===== src/rtl/c6288_seq_pkg.sv =====
// Shared types and constants for the c6288 aging-experiment vector sequencer.
// Vector memory words are {stimulus, golden}; the slice constants below locate each field.
package c6288_seq_pkg;

   localparam int VEC_WIDTH  = 32;
   localparam int RES_WIDTH  = 32;
   localparam int ADDR_WIDTH = 16;
   localparam int SETTLE_W   = 8;
   localparam int MEM_WIDTH  = VEC_WIDTH + RES_WIDTH;

   localparam int STIM_LSB = RES_WIDTH;
   localparam int GOLD_LSB = 0;

   // x^32 + x^22 + x^2 + x + 1, with the x^32 term implied by the shift-out bit
   localparam logic [31:0] MISR_POLY = 32'h0040_0007;

   typedef enum logic [2:0] {
      S_IDLE,
      S_FETCH,
      S_LOAD,
      S_SETTLE,
      S_CAPTURE,
      S_DONE
   } state_t;

endpackage


===== src/rtl/c6288_seq_misr.sv =====
// 32-bit multiple-input signature register that compacts captured multiplier products.
// Seed loads all-ones; shift folds one response word in per capture.
module c6288_seq_misr
   import c6288_seq_pkg::*;
(
   input  logic                 clk,
   input  logic                 rst,
   input  logic                 seed,
   input  logic                 shift,
   input  logic [RES_WIDTH-1:0] data,
   output logic [RES_WIDTH-1:0] signature
);

   always_ff @(posedge clk or posedge rst) begin
      if (rst) begin
         signature <= '0;
      end else if (seed) begin
         signature <= '1;
      end else if (shift) begin
         signature <= {signature[RES_WIDTH-2:0], 1'b0}
                      ^ (signature[RES_WIDTH-1] ? MISR_POLY : '0)
                      ^ data;
      end
   end

endmodule


===== src/rtl/c6288_vec_sequencer.sv =====
// Vector sequencer: fetch {stimulus, golden}, drive the c6288, settle, capture and compare.
// Define C6288_SEQ_MISR_EN to add a response signature output.
module c6288_vec_sequencer
   import c6288_seq_pkg::*;
(
   input  logic                  clk,
   input  logic                  rst,
   input  logic                  start,
   input  logic                  abort,
   input  logic [ADDR_WIDTH-1:0] num_vec,
   input  logic [SETTLE_W-1:0]   settle_cycles,
   output logic                  mem_rd,
   output logic [ADDR_WIDTH-1:0] mem_addr,
   input  logic [MEM_WIDTH-1:0]  mem_rdata,
   output logic [VEC_WIDTH-1:0]  dut_in,
   input  logic [RES_WIDTH-1:0]  dut_out,
   output logic                  busy,
   output logic                  done,
   output logic [ADDR_WIDTH-1:0] err_cnt,
   output logic                  first_err_valid,
   output logic [ADDR_WIDTH-1:0] first_err_idx,
   output logic [RES_WIDTH-1:0]  last_capture
`ifdef C6288_SEQ_MISR_EN
   ,
   output logic [RES_WIDTH-1:0]  signature
`endif
);

   state_t                state;
   logic [ADDR_WIDTH-1:0] idx;
   logic [ADDR_WIDTH-1:0] num_vec_q;
   logic [SETTLE_W-1:0]   settle_q;
   logic [SETTLE_W-1:0]   settle_cnt;
   logic [RES_WIDTH-1:0]  exp_reg;
   logic                  start_ok;
   logic                  cap_en;

   assign start_ok = start && !abort && (state == S_IDLE || state == S_DONE);
   assign cap_en   = (state == S_CAPTURE) && !abort;

   // NOTE: every register here uses <= so all updates see the pre-edge values of their peers.
   always_ff @(posedge clk or posedge rst) begin
      if (rst) begin
         state           <= S_IDLE;
         idx             <= '0;
         num_vec_q       <= '0;
         settle_q        <= '0;
         settle_cnt      <= '0;
         exp_reg         <= '0;
         mem_rd          <= 1'b0;
         mem_addr        <= '0;
         dut_in          <= '0;
         busy            <= 1'b0;
         done            <= 1'b0;
         err_cnt         <= '0;
         first_err_valid <= 1'b0;
         first_err_idx   <= '0;
         last_capture    <= '0;
      end else begin
         mem_rd <= 1'b0;
         if (abort) begin
            if (busy) begin
               state <= S_IDLE;
               busy  <= 1'b0;
            end
         end else if (start_ok) begin
            err_cnt         <= '0;
            first_err_valid <= 1'b0;
            first_err_idx   <= '0;
            idx             <= '0;
            num_vec_q       <= num_vec;
            settle_q        <= settle_cycles;
            if (num_vec == '0) begin
               state <= S_DONE;
               done  <= 1'b1;
               busy  <= 1'b0;
            end else begin
               state    <= S_FETCH;
               done     <= 1'b0;
               busy     <= 1'b1;
               mem_rd   <= 1'b1;
               mem_addr <= '0;
            end
         end else begin
            case (state)
               S_FETCH: state <= S_LOAD;
               S_LOAD: begin
                  dut_in     <= mem_rdata[STIM_LSB +: VEC_WIDTH];
                  exp_reg    <= mem_rdata[GOLD_LSB +: RES_WIDTH];
                  settle_cnt <= settle_q;
                  state      <= (settle_q == '0) ? S_CAPTURE : S_SETTLE;
               end
               S_SETTLE: begin
                  settle_cnt <= settle_cnt - 1'b1;
                  if (settle_cnt == SETTLE_W'(1)) state <= S_CAPTURE;
               end
               S_CAPTURE: begin
                  last_capture <= dut_out;
                  if (dut_out != exp_reg) begin
                     if (err_cnt != '1) err_cnt <= err_cnt + 1'b1;
                     if (!first_err_valid) begin
                        first_err_valid <= 1'b1;
                        first_err_idx   <= idx;
                     end
                  end
                  // Compare against num_vec-1 so a full-range count never wraps idx
                  if (idx == num_vec_q - 1'b1) begin
                     state <= S_DONE;
                     done  <= 1'b1;
                     busy  <= 1'b0;
                  end else begin
                     idx      <= idx + 1'b1;
                     mem_rd   <= 1'b1;
                     mem_addr <= idx + 1'b1;
                     state    <= S_FETCH;
                  end
               end
               default: ;
            endcase
         end
      end
   end

`ifdef C6288_SEQ_MISR_EN
   c6288_seq_misr u_misr (
      .clk       (clk),
      .rst       (rst),
      .seed      (start_ok),
      .shift     (cap_en),
      .data      (dut_out),
      .signature (signature)
   );
`endif

endmodule


===== config.mk =====
export PLATFORM = sky130hd
export DESIGN_NAME = c6288_vec_sequencer
export DESIGN_NICKNAME = d
export VERILOG_FILES = /design/src/rtl/c6288_seq_pkg.sv /design/src/rtl/c6288_seq_misr.sv /design/src/rtl/c6288_vec_sequencer.sv
export SDC_FILE = /design/constraint.sdc
export NUM_CORES = 1
export LEC_CHECK = 0
export CORE_MARGIN = 3
export CORE_UTILIZATION = 45
export CTS_CLUSTER_SIZE = 8
export DETAILED_ROUTE_END_ITERATION = 8
export GPL_ROUTABILITY_DRIVEN = 0
export PLACE_DENSITY = 0.74
export SLEW_MARGIN = 15
export SYNTH_ARGS = -nofsm -noshare
export SYNTH_HDL_FRONTEND = slang
export SYNTH_SLANG_ARGS = --single-unit
export TNS_END_PERCENT = 1

===== constraint.sdc =====
create_clock -name clk -period 23.3 [get_ports clk]
set_input_delay 6.99 -clock clk [delete_from_list [all_inputs] [get_ports clk]]
set_output_delay 6.99 -clock clk [all_outputs]
set_load 0.05 [all_outputs]

==> results summary <==
For this design the total switching power over the nets is roughly 0.73 mW. Input and output buffers added on the ports amount to 239. The number of flip-flops and latches in the synthesized netlist is between 150 and 200.

The worst register-to-register path has a setup slack of approximately 20 ns. By area the synthesized netlist is led by sky130_fd_sc_hd__dfrtp_1, sky130_fd_sc_hd__nand2_1, sky130_fd_sc_hd__mux2_2, sky130_fd_sc_hd__xnor2_1, sky130_fd_sc_hd__mux2i_1. The via count of the routed design came out at 7,363.

The area growth from synthesis to final layout is 34.0%. The post-cts hold buffer count came out at 0. The via count of the first global-routing pass came out at between 7,000 and 8,000.

Cells with a size suffix above 1 make up approximately 11% of the layout. Max-cap violations in this run came to 0. The first-pass GRT wire length came out at 41,500 um.

The most common flop cell mapped by yosys is sky130_fd_sc_hd__dfrtp_1. The detailed router used layers up to and including met5. The final max-slew violation count is 0. The fraction of synthesized cell area taken by the top area cell type is a little over half.

The filler cell count is ~1,700. Net switching is between 40% and 50% of the power. The routed length per placed instance is between 15 and 20 um. The final layout contains routed wiring with a total length of 25,800 um. The startpoint identified for the worst register-to-register timing path is num_vec_q[0]. The capture instance of the worst register-to-register path is mem_addr[6]. Setup violations remaining at the end of the flow were counted as 0. The placeable core area is about 20,000 sq um. The I/O pin total came out at 240.

The mean post-synth cell area came out at around 10 sq um. The number of sinks driven by the clock tree is 199. For this block, wires on met1 add up to 10,500 um. Counting cells, the worst reg-to-reg path comes to 9.

For the finished layout, the period the worst path requires is ~9.5 ns. The number of gates resized after CTS came out at 0. The initial antenna violation count is 3. The overall track demand over capacity in global routing is 23.8%. The maximum buffer depth of the clock tree is 2. The async set-reset flop share out of synthesis is 100%.

The deepest level of the CTS H-tree came out at 4. The worst setup path is captured at a flip-flop. The count of nets left with antenna violations after detail routing is 0. In the routed design, unresolved DRC markers number 0. The CTS buffer count came out at 17.

At the worst endpoint, the required time is roughly 24 ns. The share of the Yosys chip area taken by registers is 53.3%. The number of violations reported at the end of detailed-routing iteration 0 came out at approximately 430. The peak fanout along the critical path came out at 17.

In this run the vertical extent of the chip is approximately 150 um. The maximum number of pins on one net before global-route repair came out at roughly 140. The number of placed instances, taps included, is between 1,000 and 1,500. The number of warnings issued by yosys came out at 0. The critical path starts at dut_out[8].

The die is 150 um wide. Setup repair after global routing left no endpoint under its margin. The number of different library cells in the post-synthesis netlist is 66. The clock latency at the later pin of the worst-skew pair is between 0.4 and 0.5 ns. The synthesized design spends more area on one cell type than any other, namely sky130_fd_sc_hd__dfrtp_1. The destination of the critical timing path is first_err_idx[5]. The number of antenna diodes in the final layout is 0. The maximum vdd drop is between 0.08 and 0.09 mV. The register clock-pin slew on the reported worst setup and hold paths came out at about 0.070 ns. The final hold violation count was 0. The worst-case headroom to the max-slew limit is approximately a third.

The maximum operating frequency came out at 105 MHz. The worst setup path is launched from a primary input. The clock skew is around 0.017 ns. The clock tree from TritonCTS is done.

The mapped netlist covers roughly 9300 sq um. The slew at the pin with the worst max-slew slack is just under 1 ns. The final-stage net count came out at between 1,000 and 1,500.

The portion of the clock cycle consumed by the worst path in the final layout is 40.7%. In the routed layout, each cell is associated on average with a via count of 5.25. The flow ran to the end, and the final reports show no timing, DRC or antenna violations. Internal power comes to 0.922 mW. Synthesis produced a netlist with a net count of about 1,000. The power density over the cells is roughly 130 nW/um^2. The worst hold path class is flip-flop to flip-flop. Registers are responsible for 35.9% of the overall power. For the final routed database, the setup TNS stands at 0 ns.

The total length of routed met2 wires is roughly 12,000 um. The number of standard-cell rows in the floorplan came out at 52. Cells fill 61.7% of the core in the end. The placed wire-length estimate came out at roughly 18,000 um. The worst-case hold slack is around 0.48 ns. The final cell count without fillers is between 1,000 and 1,500. The wire length on met3 is 2550 um. The share of power burned in the clock network came out at ~17%. The reported leakage power is ~5.6 nW.

The post-placement setup slack came out at between 10 and 15 ns. The effective utilization at floorplan came out at 46.0%. After clock tree synthesis, the setup repair step added 0 buffers.

The critical path is of the primary input to flip-flop type. The arrival time of the worst setup path is 9.78 ns. The number of enable-type register cells in the synthesized netlist came out at 0. The buffer type at the clock tree root is sky130_fd_sc_hd__clkbuf_16. Synthesis handed over a netlist of between 800 and 900 instances. The first detailed-routing pass ran for 5 iterations. The die area is about 23,000 sq um.

The total congestion overflow is 0. The proportion of power drawn by combinational gates came out at a little under half. Across all setup checks in the final design, the least slack found is between 10 and 15 ns.
==> per-layer routing <==
metal  track usage, %  up-vias
met2             38.5      245
met3             10.4       26
li1                 -     3504
met1             29.7     3584
met4             5.63        4
met5                0        -
==> power by group through the flow <==
stage	registers, mW	logic (mW)	clock network [mW]
finish	0.592	0.775	0.283
global route	0.610	0.835	0.304
CTS	0.591	0.780	0.290
detailed placement	0.593	0.776	0
global placement	0.591	0.765	0
floorplan	0.802	0.304	0
==> worst min path at each step <==
stage	from	endpoint	slack, ns	cells after the start
floorplan	settle_q[5]	settle_q[5]	0.46	2
detailed placement	last_capture[7]	last_capture[7]	0.46	2
finish	last_capture[18]	last_capture[18]	0.48	2
global placement	last_capture[24]	last_capture[24]	0.46	2
global route	last_capture[18]	last_capture[18]	0.50	2
CTS	last_capture[7]	last_capture[7]	0.48	2
==> cell usage after synthesis (13+ instances only) <==
library cell,count
sky130_fd_sc_hd__inv_1,18
sky130_fd_sc_hd__nor2_1,54
sky130_fd_sc_hd__nand3_1,20
sky130_fd_sc_hd__a21oi_1,28
sky130_fd_sc_hd__o21ai_0,18
sky130_fd_sc_hd__nand2_1,200
sky130_fd_sc_hd__xnor2_1,56
sky130_fd_sc_hd__xor2_1,19
sky130_fd_sc_hd__mux2i_1,23
sky130_fd_sc_hd__nor3_1,13
sky130_fd_sc_hd__mux2_2,65
sky130_fd_sc_hd__nand4_1,13
sky130_fd_sc_hd__dfrtp_1,199
sky130_fd_sc_hd__clkbuf_1,36
sky130_fd_sc_hd__and3_1,14
sky130_fd_sc_hd__a22o_1,17
==> area by class of cell <==
type	instances	area, sq um	share of cell area, %
clock buffers	20	447	3.57
clock inverters	12	114	0.910
inverters	19	78.8	0.630
multi-input cells	636	4120	32.9
flip-flops and latches	199	4980	39.8
well taps	270	338	2.70
repair buffers	246	2440	19.5
==> per-stage QoR <==
stage / instance area, sq um / total power, mW
floorplan: 9340 / 1.11
global placement: 12000 / 1.36
detailed placement: 12000 / 1.37
CTS: 12500 / 1.66
global route: 12500 / 1.75
finish: 12500 / 1.65
==> layout by cell type (no fill, tap or decap), types with 5 or more instances in the layout <==
cell	Yosys	final
sky130_fd_sc_hd__clkdlybuf4s50_1	0	239
sky130_fd_sc_hd__nand2_1	200	200
sky130_fd_sc_hd__dfrtp_1	199	199
sky130_fd_sc_hd__mux2_2	65	65
sky130_fd_sc_hd__xnor2_1	56	56
sky130_fd_sc_hd__nor2_1	54	53
sky130_fd_sc_hd__a21oi_1	28	28
sky130_fd_sc_hd__mux2i_1	23	23
sky130_fd_sc_hd__nand3_1	20	20
sky130_fd_sc_hd__xor2_1	19	19
sky130_fd_sc_hd__o21ai_0	18	18
sky130_fd_sc_hd__inv_1	18	17
sky130_fd_sc_hd__a22o_1	17	17
sky130_fd_sc_hd__clkbuf_16	0	17
sky130_fd_sc_hd__and3_1	14	14
sky130_fd_sc_hd__nand4_1	13	13
sky130_fd_sc_hd__nor3_1	13	13
sky130_fd_sc_hd__nor4_1	10	10
sky130_fd_sc_hd__or3_1	10	10
sky130_fd_sc_hd__buf_4	0	7
sky130_fd_sc_hd__ha_1	5	5
==> critical path, cell delays in order <==
cell and delay [ns]:
sky130_fd_sc_hd__clkdlybuf4s50_1 0.43, sky130_fd_sc_hd__xnor2_1 0.28, sky130_fd_sc_hd__nand4_1 0.13, sky130_fd_sc_hd__nor4_1 0.60, sky130_fd_sc_hd__nand3_1 0.24, sky130_fd_sc_hd__nand2_1 0.75, sky130_fd_sc_hd__mux2i_1 0.27, sky130_fd_sc_hd__nor2_1 0.06
==> cell families after synthesis <==
family                   share of synthesized area [%]
AO/OA/AOI/OAI                                     8.04
buffers and inverters                             2.88
flip-flops                                        53.3
XOR/XNOR                                          7.03
AND/OR/NAND/NOR                                   17.8
adder cells (fa/ha/maj)                          0.670
multiplexers                                      10.3
No activity file was read; power rests on OpenSTA's default activity.
